$ cat config.mk
export PLATFORM = sky130hd
export DESIGN_NAME = mc_ctrl
export DESIGN_NICKNAME = d
export VERILOG_FILES = /design/src/rtl/mc_pkg.sv /design/src/rtl/mc_decode.sv /design/src/rtl/mc_ctrl.sv
export SDC_FILE = /design/constraint.sdc
export NUM_CORES = 1
export LEC_CHECK = 0
export CAP_MARGIN = 20
export CORE_UTILIZATION = 52
export DETAILED_ROUTE_END_ITERATION = 6
export GPL_TIMING_DRIVEN = 0
export PLACE_DENSITY = 0.81
export SLEW_MARGIN = 15
export SYNTH_ARGS = -nofsm -noshare
export SYNTH_HDL_FRONTEND = slang
export SYNTH_SLANG_ARGS = --single-unit
$ cat constraint.sdc
create_clock -name clk -period 3.9 [get_ports clk]
set_input_delay 0.585 -clock clk [delete_from_list [all_inputs] [get_ports clk]]
set_output_delay 0.585 -clock clk [all_outputs]
set_load 0.05 [all_outputs]
$ cat src/rtl/mc_pkg.sv
// Shared encodings for the multi-cycle controller: FSM states, opcodes,
// funct codes, ALU operation codes, PC source selects and decode classes.
package mc_pkg;

    typedef enum logic [2:0] {
        S_IF  = 3'd0,
        S_ID  = 3'd1,
        S_EXE = 3'd2,
        S_MEM = 3'd3,
        S_WB  = 3'd4
    } state_t;

    typedef enum logic [2:0] {
        CL_R     = 3'd0,
        CL_IMM_S = 3'd1,
        CL_IMM_Z = 3'd2,
        CL_LW    = 3'd3,
        CL_SW    = 3'd4,
        CL_BR    = 3'd5,
        CL_J     = 3'd6,
        CL_ILL   = 3'd7
    } iclass_t;

    localparam logic [5:0] OP_RTYPE = 6'h00;
    localparam logic [5:0] OP_J     = 6'h02;
    localparam logic [5:0] OP_BEQ   = 6'h04;
    localparam logic [5:0] OP_BNE   = 6'h05;
    localparam logic [5:0] OP_ADDI  = 6'h08;
    localparam logic [5:0] OP_SLTI  = 6'h0A;
    localparam logic [5:0] OP_ANDI  = 6'h0C;
    localparam logic [5:0] OP_ORI   = 6'h0D;
    localparam logic [5:0] OP_XORI  = 6'h0E;
    localparam logic [5:0] OP_LW    = 6'h23;
    localparam logic [5:0] OP_SW    = 6'h2B;

    localparam logic [5:0] F_SLLV = 6'h04;
    localparam logic [5:0] F_ADD  = 6'h20;
    localparam logic [5:0] F_SUB  = 6'h22;
    localparam logic [5:0] F_AND  = 6'h24;
    localparam logic [5:0] F_OR   = 6'h25;
    localparam logic [5:0] F_XOR  = 6'h26;
    localparam logic [5:0] F_NOR  = 6'h27;
    localparam logic [5:0] F_SLT  = 6'h2A;

    localparam logic [2:0] ALU_AND = 3'b000;
    localparam logic [2:0] ALU_OR  = 3'b001;
    localparam logic [2:0] ALU_XOR = 3'b010;
    localparam logic [2:0] ALU_NOR = 3'b011;
    localparam logic [2:0] ALU_ADD = 3'b100;
    localparam logic [2:0] ALU_SUB = 3'b101;
    localparam logic [2:0] ALU_SLT = 3'b110;
    localparam logic [2:0] ALU_SLL = 3'b111;

    localparam logic [1:0] PC_PLUS4  = 2'b00;
    localparam logic [1:0] PC_BRANCH = 2'b01;
    localparam logic [1:0] PC_JUMP   = 2'b10;

endpackage

$ cat src/rtl/mc_decode.sv
// Combinational instruction decoder: (op, funct) -> instruction class and ALU op.
module mc_decode
    import mc_pkg::*;
(
    input  logic [5:0] op,
    input  logic [5:0] funct,
    output logic [2:0] cls,
    output logic [2:0] alu_op
);

    always_comb begin
        // NOTE: every output gets a default first so no path can infer a latch.
        cls    = CL_ILL;
        alu_op = ALU_ADD;
        case (op)
            OP_RTYPE: begin
                cls = CL_R;
                case (funct)
                    F_ADD:   alu_op = ALU_ADD;
                    F_SUB:   alu_op = ALU_SUB;
                    F_AND:   alu_op = ALU_AND;
                    F_OR:    alu_op = ALU_OR;
                    F_XOR:   alu_op = ALU_XOR;
                    F_NOR:   alu_op = ALU_NOR;
                    F_SLT:   alu_op = ALU_SLT;
                    F_SLLV:  alu_op = ALU_SLL;
                    default: cls    = CL_ILL;
                endcase
            end
            OP_ADDI: begin cls = CL_IMM_S; alu_op = ALU_ADD; end
            OP_SLTI: begin cls = CL_IMM_S; alu_op = ALU_SLT; end
            OP_ANDI: begin cls = CL_IMM_Z; alu_op = ALU_AND; end
            OP_ORI:  begin cls = CL_IMM_Z; alu_op = ALU_OR;  end
            OP_XORI: begin cls = CL_IMM_Z; alu_op = ALU_XOR; end
            OP_LW:   begin cls = CL_LW;    alu_op = ALU_ADD; end
            OP_SW:   begin cls = CL_SW;    alu_op = ALU_ADD; end
            OP_BEQ:  begin cls = CL_BR;    alu_op = ALU_SUB; end
            OP_BNE:  begin cls = CL_BR;    alu_op = ALU_SUB; end
            OP_J:    cls = CL_J;
            default: cls = CL_ILL;
        endcase
    end

endmodule

$ cat src/rtl/mc_ctrl.sv
// Multi-cycle main controller: IF/ID/EXE/MEM/WB sequencing, run/step gating
// and retired-instruction counter. Outputs are set up for negedge capture.
module mc_ctrl
    import mc_pkg::*;
#(
    parameter int         CNT_W     = 32,
    parameter logic [2:0] RST_STATE = 3'd0
) (
    input  logic             clk,
    input  logic             rst,
    input  logic             run,
    input  logic [5:0]       op,
    input  logic [5:0]       funct,
    input  logic             zero,
    output logic             pc_write,
    output logic [1:0]       pc_src,
    output logic             ir_write,
    output logic             reg_write,
    output logic             reg_dst,
    output logic             mem_to_reg,
    output logic             mem_write,
    output logic             alu_src_b,
    output logic             ext_sign,
    output logic [2:0]       alu_op,
    output logic [2:0]       state,
    output logic             illegal,
    output logic [CNT_W-1:0] inst_cnt
);

    state_t           state_q, state_d;
    logic [5:0]       op_q, funct_q;
    logic [CNT_W-1:0] cnt_q;
    logic             retire;
    logic [5:0]       dec_op, dec_funct;
    logic [2:0]       cls, dec_alu;

    // ID decodes the live IR fields; later states use the copy latched in ID.
    assign dec_op    = (state_q == S_ID) ? op    : op_q;
    assign dec_funct = (state_q == S_ID) ? funct : funct_q;

    mc_decode u_decode (
        .op     (dec_op),
        .funct  (dec_funct),
        .cls    (cls),
        .alu_op (dec_alu)
    );

    always_ff @(posedge clk or posedge rst) begin
        // NOTE: sequential state uses non-blocking assignments only.
        if (rst) begin
            state_q <= state_t'(RST_STATE);
            op_q    <= '0;
            funct_q <= '0;
            cnt_q   <= '0;
        end else begin
            state_q <= state_d;
            if (state_q == S_ID) begin
                op_q    <= op;
                funct_q <= funct;
            end
            if (retire)
                cnt_q <= cnt_q + {{(CNT_W-1){1'b0}}, 1'b1};
        end
    end

    always_comb begin
        state_d    = S_IF;
        pc_write   = 1'b0;
        pc_src     = PC_PLUS4;
        ir_write   = 1'b0;
        reg_write  = 1'b0;
        reg_dst    = 1'b0;
        mem_to_reg = 1'b0;
        mem_write  = 1'b0;
        alu_src_b  = 1'b0;
        ext_sign   = 1'b0;
        alu_op     = ALU_ADD;
        illegal    = 1'b0;
        retire     = 1'b0;
        // Everything stays at its default while reset is held.
        if (!rst) begin
            case (state_q)
                S_IF: begin
                    if (run) begin
                        pc_write = 1'b1;
                        ir_write = 1'b1;
                        state_d  = S_ID;
                    end
                end
                S_ID: begin
                    case (cls)
                        CL_J: begin
                            pc_write = 1'b1;
                            pc_src   = PC_JUMP;
                            retire   = 1'b1;
                        end
                        CL_ILL:  illegal = 1'b1;
                        default: state_d = S_EXE;
                    endcase
                end
                S_EXE: begin
                    alu_op = dec_alu;
                    case (cls)
                        CL_R:     state_d = S_WB;
                        CL_IMM_S: begin ext_sign = 1'b1; alu_src_b = 1'b1; state_d = S_WB;  end
                        CL_IMM_Z: begin alu_src_b = 1'b1; state_d = S_WB; end
                        CL_LW,
                        CL_SW:    begin ext_sign = 1'b1; alu_src_b = 1'b1; state_d = S_MEM; end
                        CL_BR: begin
                            pc_src   = PC_BRANCH;
                            pc_write = zero ^ (op_q == OP_BNE);
                            retire   = 1'b1;
                        end
                        default: state_d = S_IF;
                    endcase
                end
                S_MEM: begin
                    if (cls == CL_LW) begin
                        state_d = S_WB;
                    end else if (cls == CL_SW) begin
                        mem_write = 1'b1;
                        retire    = 1'b1;
                    end
                end
                S_WB: begin
                    reg_write  = 1'b1;
                    reg_dst    = (cls == CL_R);
                    mem_to_reg = (cls == CL_LW);
                    retire     = 1'b1;
                end
                default: state_d = S_IF;
            endcase
        end
    end

    assign state    = state_q;
    assign inst_cnt = cnt_q;

endmodule
==> impl_metrics.tcl <==
set metrics [dict create \
    run_status "finished, final reports clean" \
    hold_path_depth 1 \
    cts.root.buffer_cell "clkbuf_8" \
    synth.most_common_cell "dfrtp_1" \
    worstReg2RegEnd "inst_cnt[25]" \
    clkLatencyLatePin_ns 0.30 \
    port-buffer-count 60 \
    grt_pass1_wl_mm 13.6 \
    fin_ws_ns 0.184 \
    worst_path_max_delay_cell "or4_1" \
    worst_pin_slew_ns 0.650 \
    hold_class "register to register" \
    syn_nets 384 \
    synth_cells 367 \
    hp-start "inst_cnt[11]" \
    synth_edf_count 0 \
    critPathMaxStageDelay_ns 0.62 \
    ff2ff_setup_slack_ns 0.41 \
    cts_hold_buf 0 \
    finalCritPeriodShare 0.953 \
    start_util 0.536 \
    htreeDepth 2 \
    fin_util 0.680 \
    synth_area_leaders "dfrtp_1 37%, xor2_1 8.3%, nand2_1 5.1%" \
    yosysTopAreaCell "dfrtp_1" \
    finClkSkew_ns 0.0118 \
    arrival_ns 3.13 \
    clockBufferDepth 2 \
    antennaDiodeCount 0 \
    setup_viol_count_final 0 \
    cts_sinks 47 \
    place_congestion 0.958 \
    synthTopCellsByCount "47 x dfrtp_1, 43 x nand2_1, 35 x nor2_1" \
    holdPathEnd "inst_cnt[11]" \
    yosysSeqAreaShare 0.373 \
    max_cap_violations 0 \
    cp_max_fo 9 \
    r2r_cells 10 \
    place_ws_ns -0.408 \
    drtIter0Drc 258 \
    design_power_total_uw 1370 \
    track_usage 0.275 \
    cts_tree "done" \
    nNetsFinal 453 \
    postSynthAreaPerCell_sq_um 8.60 \
    dpl-instance-area_sq_um 3880 \
    final_area_sq_um 4000 \
    fillers 491 \
    layout_min_cycle_time_ns 3.72 \
    drive_above_1_share 0.114 \
    route.detailed.wl_per_inst_um 16.5 \
    p_leak_uw 0.00172 \
    vdd_drop_max_mv 0.272 \
    viasPerCell 5.95 \
    num_vias 3047 \
    antenna_found_initial 0 \
    r2r_start "state[2]" \
    timing.fmax_mhz 269 \
    io_pins 65 \
    synth_top_area_frac 0.373 \
    placeableCoreArea_sq_um 5890 \
    synth_ff_type "dfrtp_1" \
    area_growth_pct 26.8 \
    synth_async_sr_flop_share 1.00 \
    max_slew_margin 0.566 \
    firstDrtPassIters 5 \
    grt_pass1_vias 2750 \
    worstSetupPathType "register to output pin" \
    required_ns 3.31 \
    crit_chain "clkbuf_1 > or4_1 > o41ai_2 > a32oi_2 > buf_4 > nor3_2 > dlygate4sd2_1" \
    dieArea_sq_um 6380 \
    rsz0062_at_grt "false" \
    ant_nets 0 \
    hold_viol_final 0 \
    grt_max_degree 39 \
    die_h_um 79.9 \
    synth_warnings 0 \
    drc 0 \
    slew_viol_final 0 \
    start_kind "register" \
    yosys_register_bits 47 \
    hold-worst-slack_ns 0.498 \
    die_w_um 79.9 \
    seqCellArea_sq_um 1180 \
    netlist-cell-type-count 60 \
    synth_area_sq_um 3160 \
    rows 28 \
    cp-end-kind "output pin" \
    clkTransAtPathRegs_ns 0.09 \
    cts_made_buffers 5 \
    routed_wl_mm 8.46 \
    dp_hpwl_mm 6.26 \
    multi_input_area_sq_um 1850 \
    powerDensity_nw_per_um2 342 \
    grt-ovfl-total 0 \
]
==> cells by family after synthesis <==
logic type | after synthesis | synth area share
AND/OR/NAND/NOR | 189 | 0.339
AO/OA/AOI/OAI | 53 | 0.115
flip-flops | 47 | 0.373
buffers and inverters | 36 | 0.0523
XOR/XNOR | 35 | 0.0971
multiplexers | 6 | 0.0198
adder cells (fa/ha/maj) | 1 | 0.00396
==> power by group <==
| group | internal (uW) | switching (uW) |
|---|---|---|
| clock | 145 | 162 |
| sequential | 529 | 42.1 |
| combinational | 179 | 311 |
==> per-stage QoR <==
stage	instances	TNS, ns
after detailed placement	503	-1.13
after floorplan	367	0
final	512	0
after global routing	512	0
after global placement	502	-1.08
after CTS	512	0
==> routing by layer <==
| metal | global-route usage | vias to the layer above | wire (um) |
|---|---|---|---|
| li1 | - | 1454 | - |
| met1 | 0.384 | 1445 | 3700 |
| met2 | 0.432 | 137 | 3960 |
| met3 | 0.0617 | 11 | 719 |
| met4 | 0.0696 | 0 | 74 |
| met5 | 0 | - | 0 |
==> worst max-delay path: cells and delay by family, from the launching register on <==
kind,cells,cell delay (ns)
buffers and inverters,3,0.97
AOI/OAI and AO/OA,2,0.78
and+or+nand+nor,2,0.72
DFF,1,0.36
==> worst max-delay path by stage <==
stage,slack (ns),start,end
global placement,-0.40,funct[5],mem_write
global route,0.006,state[2],alu_op[2]
CTS,0.01,state[2],pc_write
finish,0.18,op_q[0],illegal
floorplan,0.03,state[2],reg_dst
detailed placement,-0.41,funct[5],mem_write
==> timing repair <==
item	in CTS	in global routing
resized for setup	22	13
buffers inserted	1	0
setup endpoints to repair	9	9
pin swaps	1	1
==> registers in the layout, summed over array words and instances, names as in the netlist <==
register / flops
funct_q: 6
inst_cnt: 32
op_q: 6
state: 3
==> layout by cell type, fill, tap and decap left out, types with 3 or more instances in the layout <==
cell,n
nand4_1,8
or4b_1,3
a21oi_1,11
nor3b_1,3
dfrtp_1,47
clkbuf_1,14
nand3_1,23
clkbuf_2,3
inv_1,10
nor4_1,4
xnor2_1,5
and3_1,6
a211oi_1,4
nand2_1,43
o21ai_0,14
nor4_2,8
nor2b_1,3
nand2b_1,4
nor3_1,22
clkbuf_8,6
nor2_1,35
buf_2,5
nor4b_1,4
buf_6,3
clkdlybuf4s50_1,50
xor2_1,30
mux2i_1,3
nor4b_2,4
or4_1,4
or3_1,3
==> layout make-up <==
type | count | share of cell area
repair buffers | 62 | 0.154
multi-input cells | 284 | 0.463
clock inverters | 1 | 0.00219
flip-flops and latches | 47 | 0.294
clock buffers | 7 | 0.0216
plain buffers | 24 | 0.0306
well taps | 75 | 0.0234
inverters | 12 | 0.0113
Note: power is estimated with default switching activity, not from simulation.
